<file path="src/rtl/song_sequencer.sv">
// Autoplay melody source: steps through an on-chip note table at a programmable tempo.
// Define SONG_LOOP_EN to restart at entry 0 after each done pulse instead of returning to idle.
module song_sequencer #(
   parameter int TICK_CYCLES = 12_500_000,
   parameter int GAP_CYCLES  = 1_250_000,
   parameter int SONG_LEN    = 15
) (
   input  logic                        CLK,
   input  logic                        RESET,
   input  logic                        start,
   input  logic                        stop,
   output logic [3:0]                  note,
   output logic [7:0]                  Led,
   output logic                        playing,
   output logic                        done,
   output logic [$clog2(SONG_LEN)-1:0] index
);

   localparam int IW = $clog2(SONG_LEN);
   localparam int CW = $clog2(7 * TICK_CYCLES);
   localparam logic [IW-1:0] LAST_IDX = IW'(SONG_LEN - 1);
   localparam logic [31:0]   GAP_LAST = 32'(GAP_CYCLES - 1);

   typedef enum logic [1:0] {S_IDLE, S_PLAY, S_GAP, S_DONE} state_t;

   state_t          state_q, state_d;
   logic [IW-1:0]   index_q, index_d;
   logic [CW-1:0]   cnt_q, cnt_d;
   logic [3:0]      note_q, note_d;
   logic [2:0]      dur_q, dur_d;
   logic [6:0]      nxt_entry;
   logic [31:0]     play_last;

   // Table entry = {note, duration in ticks}; first phrase of Ode to Joy.
   function automatic logic [6:0] song_entry(input logic [IW-1:0] idx);
      case (int'(idx))
         0:       song_entry = {4'd3, 3'd2};
         1:       song_entry = {4'd3, 3'd2};
         2:       song_entry = {4'd4, 3'd2};
         3:       song_entry = {4'd5, 3'd2};
         4:       song_entry = {4'd5, 3'd2};
         5:       song_entry = {4'd4, 3'd2};
         6:       song_entry = {4'd3, 3'd2};
         7:       song_entry = {4'd2, 3'd2};
         8:       song_entry = {4'd1, 3'd2};
         9:       song_entry = {4'd1, 3'd2};
         10:      song_entry = {4'd2, 3'd2};
         11:      song_entry = {4'd3, 3'd2};
         12:      song_entry = {4'd3, 3'd3};
         13:      song_entry = {4'd2, 3'd1};
         14:      song_entry = {4'd2, 3'd4};
         default: song_entry = {4'd0, 3'd1};
      endcase
   endfunction

   always_ff @(posedge CLK or posedge RESET) begin
      if (RESET) begin
         state_q <= S_IDLE;
         index_q <= '0;
         cnt_q   <= '0;
         note_q  <= 4'd0;
         dur_q   <= 3'd0;
      end else begin
         state_q <= state_d;
         index_q <= index_d;
         cnt_q   <= cnt_d;
         note_q  <= note_d;
         dur_q   <= dur_d;
      end
   end

   always_comb begin
      state_d   = state_q;
      index_d   = index_q;
      cnt_d     = cnt_q + 1'b1;
      play_last = 32'(dur_q) * 32'(TICK_CYCLES) - 32'(GAP_CYCLES) - 32'd1;

      case (state_q)
         S_IDLE: begin
            cnt_d = '0;
            if (start) begin
               state_d = S_PLAY;
               index_d = '0;
            end
         end
         S_PLAY: begin
            if (32'(cnt_q) == play_last) begin
               state_d = S_GAP;
               cnt_d   = '0;
            end
         end
         S_GAP: begin
            if (32'(cnt_q) == GAP_LAST) begin
               cnt_d = '0;
               if (index_q == LAST_IDX) begin
                  state_d = S_DONE;
               end else begin
                  state_d = S_PLAY;
                  index_d = index_q + 1'b1;
               end
            end
         end
         S_DONE: begin
            cnt_d   = '0;
            index_d = '0;
`ifdef SONG_LOOP_EN
            state_d = S_PLAY;
`else
            state_d = S_IDLE;
`endif
         end
         default: begin
            state_d = S_IDLE;
            index_d = '0;
            cnt_d   = '0;
         end
      endcase

      // Stop overrides everything, including a simultaneous start.
      if (stop) begin
         state_d = S_IDLE;
         index_d = '0;
         cnt_d   = '0;
      end

      nxt_entry = song_entry(index_d);
      note_d    = (state_d == S_PLAY) ? nxt_entry[6:3] : 4'd0;
      dur_d     = nxt_entry[2:0];
   end

   always_comb begin
      Led = 8'h00;
      if (note_q >= 4'd1 && note_q <= 4'd8) Led = 8'h80 >> (note_q - 4'd1);
   end

   assign note    = note_q;
   assign index   = index_q;
   assign playing = (state_q == S_PLAY) || (state_q == S_GAP);
   assign done    = (state_q == S_DONE);

endmodule

</file>
<file path="config.mk">
export PLATFORM = sky130hd
export DESIGN_NAME = song_sequencer
export DESIGN_NICKNAME = d
export VERILOG_FILES = /design/src/rtl/song_sequencer.sv
export SDC_FILE = /design/constraint.sdc
export NUM_CORES = 1
export LEC_CHECK = 0
export BUFFER_PORTS_ARGS = -buffer_cell sky130_fd_sc_hd__buf_2
export CORE_AREA = 2 2 76 107
export DETAILED_ROUTE_END_ITERATION = 10
export DIE_AREA = 0 0 78 109
export PLACE_DENSITY = 0.81
export SYNTH_ARGS = -nofsm -noshare
export SYNTH_HDL_FRONTEND = slang
export SYNTH_SLANG_ARGS = --single-unit
</file>
<file path="constraint.sdc">
create_clock -name CLK -period 8 [get_ports CLK]
set_input_delay 0.8 -clock CLK [delete_from_list [all_inputs] [get_ports CLK]]
set_output_delay 0.8 -clock CLK [all_outputs]
set_load 0.05 [all_outputs]
</file>
# ---- After elaboration in Yosys (flattened, before gate mapping)
# Memory sizes are Yosys's and may differ from the RTL's.
# Index checks and enable logic that the tools add are counted.
dict set report op_classes {
  mux 17
  multipliers 1
  n_eq_ne 7
  addsub 5
  n_lt_le_gt_ge 2
  shifts 1
  reduce_logical 4
  n_bitwise 0
  div_mod_pow 0
}
# operator n
set op_table {}
lappend op_table {{$mux 27} 3}
lappend op_table {{$pmux 27 s3} 1}
lappend op_table {{$eq 27x32->1} 1}
lappend op_table {{$sub 28x2->29 const B} 1}
lappend op_table {{$sub 27x21->28 const B} 1}
lappend op_table {{$add 27x1->27 const B} 1}
lappend op_table {{$eq 27x21->1 const B} 1}
lappend op_table {{$mul 3x19->22 const B} 1}
lappend op_table {{$mux 4} 5}
lappend op_table {{$pmux 4 s3} 1}
lappend op_table {{$mux 2} 5}
lappend op_table {{$mux 8} 1}
lappend op_table {{$pmux 2 s4} 1}
lappend op_table {{$shr 8x4->8 const A} 1}
lappend op_table {{$add 4x1->4 const B} 1}
lappend op_table {{$eq 2x1->1 const B} 2}
lappend op_table {{$eq 2x2->1 const B} 2}
lappend op_table {{$eq 4x4->1 const B} 1}
lappend op_table {{$ge 4x1->1 const B} 1}
lappend op_table {{$le 4x4->1 const B} 1}
lappend op_table {{$sub 4x1->4 const B} 1}
lappend op_table {{$logic_not 2->1} 1}
lappend op_table {{$reduce_or 2->1} 1}
lappend op_table {{$logic_and 1x1->1} 1}
lappend op_table {{$logic_or 1x1->1} 1}
dict set report totals {
  elab_cells 43
  latch_bits 0
  reg_bits 40
  out_inout_bits 18
  mem_bits_rw 0
  mem_count 1
  rom_bits 96
}
# memory depth word_bits read_ports rd_clocked_by_memory_dff write_ports line_no
set memory_table {}
lappend memory_table {{(name not given)} 16 6 1 0 0 36} ;# case (int'(idx))

# ---- Logic depth before layout (Yosys ltp)
dict set report logic_depth {
  depth_word 9
  depth_mapped 16
  mapped_depth_nobuf 13
}

# ---- Worst setup path before layout
# No wires, ideal clock.
dict set report synth_path {
  path_kind {reg-to-reg}
  from {register dur_q[0]}
  to {register cnt_q[16]}
  arrival_time_ns 4.445
  n_path_buf 3
  synth_period_minus_slack_ns 4.582
  path_stages_with_launch 17
  setup_ns 0.137
  path_slack_ns 3.418
  cell_sequence {dfrtp_1 > fa_1 > ha_1 > clkbuf_2 > inv_1 > fa_1 > or2b_4 > a21oi_2 > nor3_1 > or3_1 > clkbuf_4 > o21a_4 > xnor2_1 > a2111o_1 > nor4b_4 > buf_6 > a21oi_1}
}
dict set report synth_between {
  elab_chain_len 7
}
# item line_no
set synth_rtl {}
lappend synth_rtl {{from (decl)} 30} ;# logic [2:0] dur_q, dur_d;
lappend synth_rtl {{from (signal assigned)} 68} ;# dur_q <= dur_d;
lappend synth_rtl {{$mul 3x19->22} 76} ;# play_last = 32'(dur_q) * 32'(TICK_CYCLES) - 32'(GAP_CYCLES) - 32'd1;
lappend synth_rtl {{$sub 27x21->28} 76}
lappend synth_rtl {{$sub 28x2->29} 76}
lappend synth_rtl {{$eq 27x32->1} 87} ;# if (32'(cnt_q) == play_last) begin
lappend synth_rtl {{$mux 27} 87}
lappend synth_rtl {{$pmux 27 s3} 78} ;# case (state_q)
lappend synth_rtl {{$mux 27} 120} ;# if (stop) begin
lappend synth_rtl {{via cnt_d[16]} 28} ;# logic [CW-1:0] cnt_q, cnt_d;
lappend synth_rtl {{to (signal assigned)} 66} ;# cnt_q <= cnt_d;
lappend synth_rtl {{to (decl)} 28}
# The timed path passes the listed nets, and every way through them passes these cells.

# ---- Worst setup path in the final report
dict set report layout_path {
  from {register dur_q[0]}
  to {register note_q[0], in the netlist note[0]}
}
dict set report layout_between {
  elab_chain_len 9
}
# item line_no
set layout_rtl {}
lappend layout_rtl {{$mul 3x19->22} 76}
lappend layout_rtl {{$sub 27x21->28} 76}
lappend layout_rtl {{$sub 28x2->29} 76}
lappend layout_rtl {{$eq 27x32->1} 87}
lappend layout_rtl {{$mux 2} 87}
lappend layout_rtl {{$pmux 2 s4} 78}
lappend layout_rtl {{$mux 2} 120}
lappend layout_rtl {{$eq 2x1->1} 127} ;# note_d = (state_d == S_PLAY) ? nxt_entry[6:3] : 4'd0;
lappend layout_rtl {{$mux 4} 127}
lappend layout_rtl {{via note_d[0]} 29} ;# logic [3:0] note_q, note_d;
lappend layout_rtl {{to (signal assigned)} 67} ;# note_q <= note_d;
lappend layout_rtl {{to (decl)} 29}
# The timed path passes the listed nets, and every way through them passes these cells.

==> insert_results.sql <==
INSERT INTO impl_metrics (metric_group, metric, value, unit) VALUES
('timing', 'slew_viol_final', '0', ''),
('critical_path', 'cp.arrival', '5240', 'ps'),
('critical_path', 'setup.worst_path.start_class', 'flip-flop', ''),
('min_path', 'hold_path_class', 'flip-flop to flip-flop', ''),
('critical_path', 'crit_required', '8140', 'ps'),
('grt', 'global_route.usage.total', '24.29', '%'),
('pwr', 'p_leak', '1.821', 'nW'),
('grt', 'gr-total-overflow', '0', ''),
('placement', 'dp_hpwl', '7730', 'microns'),
('drt', 'final_antenna_net_count', '0', ''),
('clock_network', 'cts_sinks', '39', ''),
('grt', 'global_route_wire_length_before_repair', '16740', 'microns'),
('clock_network', 'clock_path_buffers', '2', ''),
('clock_network', 'cts-root-buf', 'sky130_fd_sc_hd__clkbuf_8', ''),
('timing', 'rsz0062_at_grt', 'false', ''),
('pwr', 'power.density_cell_area', '132.3', 'mW/mm^2'),
('critical_path', 'type_of_element_capturing_the_critical_path', 'flip-flop', ''),
('status', 'result_of_the_run', 'finished, final reports clean', ''),
('critical_path', 'critPathMaxFanout', '9', ''),
('drt', 'drt_first_pass_iters', '5', ''),
('timing', 'final_clock_skew', '7.785', 'ps'),
('grt', 'grt_start_max_net_pins', '40', ''),
('logic_synthesis', 'post-synth-top-area-fraction', '23.88', '%'),
('logic_synthesis', 'synth_area_leaders', 'sky130_fd_sc_hd__dfrtp_1 (24%), sky130_fd_sc_hd__xnor2_1 (6.6%), sky130_fd_sc_hd__ha_1 (5.8%), sky130_fd_sc_hd__nand2_1 (4.9%), sky130_fd_sc_hd__a21oi_1 (4.7%)', ''),
('clock_network', 'post_cts_resize_count', '0', ''),
('logic_synthesis', 'most_repeated_cell_in_the_gate_level_netlist_after_synthesis', 'sky130_fd_sc_hd__nand2_1', ''),
('logic_synthesis', 'synthesis.area', '0.004086', 'sq mm'),
('drt', 'finalWirelength', '10290', 'microns'),
('floorplanning', 'die_w', '78', 'microns'),
('timing', 'hold_violations', '0', ''),
('clock_network', 'worstSkewPairLatency', '290', 'ps'),
('grt', 'via_count_of_the_first_global_routing_pass', '3628', ''),
('critical_path', 'worst_setup_path_endpoint', 'note[0]', ''),
('logic_synthesis', 'fraction_of_the_yosys_area_taken_by_sequential_cells', '23.88', '%'),
('timing', 'min_period', '5100', 'ps'),
('drt', 'drt-wirelength-per-cell', '17.35', 'microns'),
('layout', 'n_antenna_cell', '0', ''),
('clock_network', 'cts_tree', 'built', ''),
('logic_synthesis', 'postSynthRegisterBits', '39', ''),
('critical_path', 'critical_path.startpoint', 'dur_q[0]', ''),
('critical_path', 'reg2reg_depth', '13', ''),
('floorplanning', 'pin_count', '22', ''),
('logic_synthesis', 'post_synthesis_mean_instance_area', '8.408', 'sq um'),
('drt', 'violation_count_after_the_first_detailed_route_iteration', '244', ''),
('logic_synthesis', 'synthesized_instance_count', '486', ''),
('run', 'max_cap_viol', '0', ''),
('timing', 'worstMarginPinSlew', '672.3', 'ps'),
('clock_network', 'cts_buffers', '5', ''),
('drt', 'post_drt_via_cell_ratio', '6.304', ''),
('floorplanning', 'num_rows', '38', ''),
('critical_path', 'worstReg2RegStart', 'dur_q[0]', ''),
('logic_synthesis', 'synth_enable_flop_cells', '0', ''),
('logic_synthesis', 'ys.warnings.count', '0', ''),
('timing', 'fin_hold_ws', '564.8', 'ps'),
('drt', 'routed-via-count', '3738', ''),
('drt', 'drc', '0', ''),
('floorplanning', 'initial_core_util', '53.72', '%'),
('critical_path', 'regToRegSetupSlack', '2900', 'ps'),
('placement', 'gp_routability_congestion', '0.9622', ''),
('layout', 'layout-drive-gt1-share', '12.98', '%'),
('timing', 'timing.slew.headroom', '55.10', '%'),
('critical_path', 'critPathKind', 'flip-flop to flip-flop', ''),
('floorplanning', 'die_height', '109', 'microns'),
('clock_network', 'cts.reportedPaths.clkPinSlew', '80', 'ps'),
('clock_network', 'htree_levels', '2', ''),
('clock_network', 'ctsHoldBuffers', '0', ''),
('timing', 'layout_worst_path_cycle_share', '63.75', '%'),
('timing', 'setup_viol', '0', ''),
('logic_synthesis', 'synthFlopType', 'sky130_fd_sc_hd__dfrtp_1', ''),
('floorplanning', 'placeable_core_region', '0.007607', 'sq mm'),
('grt', 'grt_antenna_before_repair', '0', '');
-- cell usage in the layout (no fill, tap or decap), types with 6 or more instances in the layout --
cell / instances
sky130_fd_sc_hd__nand2_1: 53
sky130_fd_sc_hd__dfrtp_1: 39
sky130_fd_sc_hd__a21oi_1: 38
sky130_fd_sc_hd__xnor2_1: 31
sky130_fd_sc_hd__inv_1: 29
sky130_fd_sc_hd__nor2_1: 26
sky130_fd_sc_hd__ha_1: 19
sky130_fd_sc_hd__buf_2: 19
sky130_fd_sc_hd__nand3_1: 17
sky130_fd_sc_hd__xor2_1: 17
sky130_fd_sc_hd__nor3_1: 15
sky130_fd_sc_hd__o21ai_0: 12
sky130_fd_sc_hd__nor4_1: 8
sky130_fd_sc_hd__nand4_1: 8
sky130_fd_sc_hd__nand2b_1: 7
sky130_fd_sc_hd__o211ai_1: 7
sky130_fd_sc_hd__a31oi_1: 6
sky130_fd_sc_hd__clkbuf_8: 6
-- worst max-delay path, cell delays in order (launching register included) --
cell	delay (ps)
sky130_fd_sc_hd__dfrtp_1	500
sky130_fd_sc_hd__fa_1	630
sky130_fd_sc_hd__ha_1	370
sky130_fd_sc_hd__inv_1	120
sky130_fd_sc_hd__fa_1	500
sky130_fd_sc_hd__xor2_1	370
sky130_fd_sc_hd__o211a_1	230
sky130_fd_sc_hd__xnor3_1	270
sky130_fd_sc_hd__xnor2_1	150
sky130_fd_sc_hd__a2111oi_0	480
sky130_fd_sc_hd__nand4b_1	170
sky130_fd_sc_hd__a2111o_1	380
sky130_fd_sc_hd__nor3b_1	570
sky130_fd_sc_hd__a31oi_1	190
-- report_power, final --
part	switching [W]	internal (W)	total [W]
Combinational	0.000149	0.0000566	0.000205
Sequential	0.0000142	0.000209	0.000223
Clock	0.0000684	0.0000693	0.000138
Total	0.000231	0.000334	0.000566
-- state kept, by name, indices dropped and copies added (netlist names) --
signal   count
cnt_q       27
dur_q        3
index        4
note         3
state_q      2
-- worst min-delay path by stage --
stage / start / end / slack, ps / cells after the start
floorplan: cnt_q[0] / cnt_q[0] / 500 / 2
global placement: cnt_q[0] / cnt_q[0] / 530 / 2
detailed placement: cnt_q[0] / cnt_q[0] / 540 / 2
CTS: cnt_q[0] / cnt_q[0] / 560 / 2
global route: cnt_q[0] / cnt_q[0] / 580 / 2
finish: cnt_q[0] / cnt_q[0] / 560 / 2
-- cell families (layout without fill, tap and decap cells) --
family	after synthesis	count (layout)	synth area share, %
compound gates	129	129	23.03
other cells	1	2	0.09177
mux	3	3	0.8572
flops	39	39	23.88
buf+inv	53	59	6.736
xor+xnor	51	51	12.06
fa+ha+maj	22	22	7.287
simple gates	188	188	26.06
-- layout make-up --
cell class | instances | area (sq um) | share of cell area (%)
multi-input combinational | 395 | 2848 | 66.63
sequential | 39 | 975.9 | 22.83
timing repair buffer | 23 | 125.1 | 2.927
tap | 100 | 125.1 | 2.927
inverter | 29 | 108.9 | 2.547
clock buffer | 6 | 82.58 | 1.932
clock inverter | 1 | 8.758 | 0.2049
-- routing by layer --
layer / part of all wire, % / vias up / global-route usage [%]
met4: 4.4 / 0 / 15.16
met1: 40 / 1787 / 26.79
li1: - / 1783 / -
met5: 0 / - / 0
met3: 3.8 / 36 / 2.566
met2: 52 / 132 / 44.40
-- per-stage QoR --
stage / setup WS (ps) / area [sq um] / util (%) / cells / total power (W)
3_3_place_gp: 3080 / 4183 / 54.98 / 586 / 0.0004242
2_1_floorplan: 3418 / 4090 / - / 487 / 0.0003879
5_1_grt: 2536 / 4274 / 56.18 / 593 / 0.0005919
3_5_place_dp: 3025 / 4183 / 54.98 / 586 / 0.0004286
4_1_cts: 2977 / 4274 / 56.18 / 593 / 0.0005667
6_report: 2900 / 4274 / 56.18 / 593 / 0.0005656
Power figures use the tool's default switching activity.
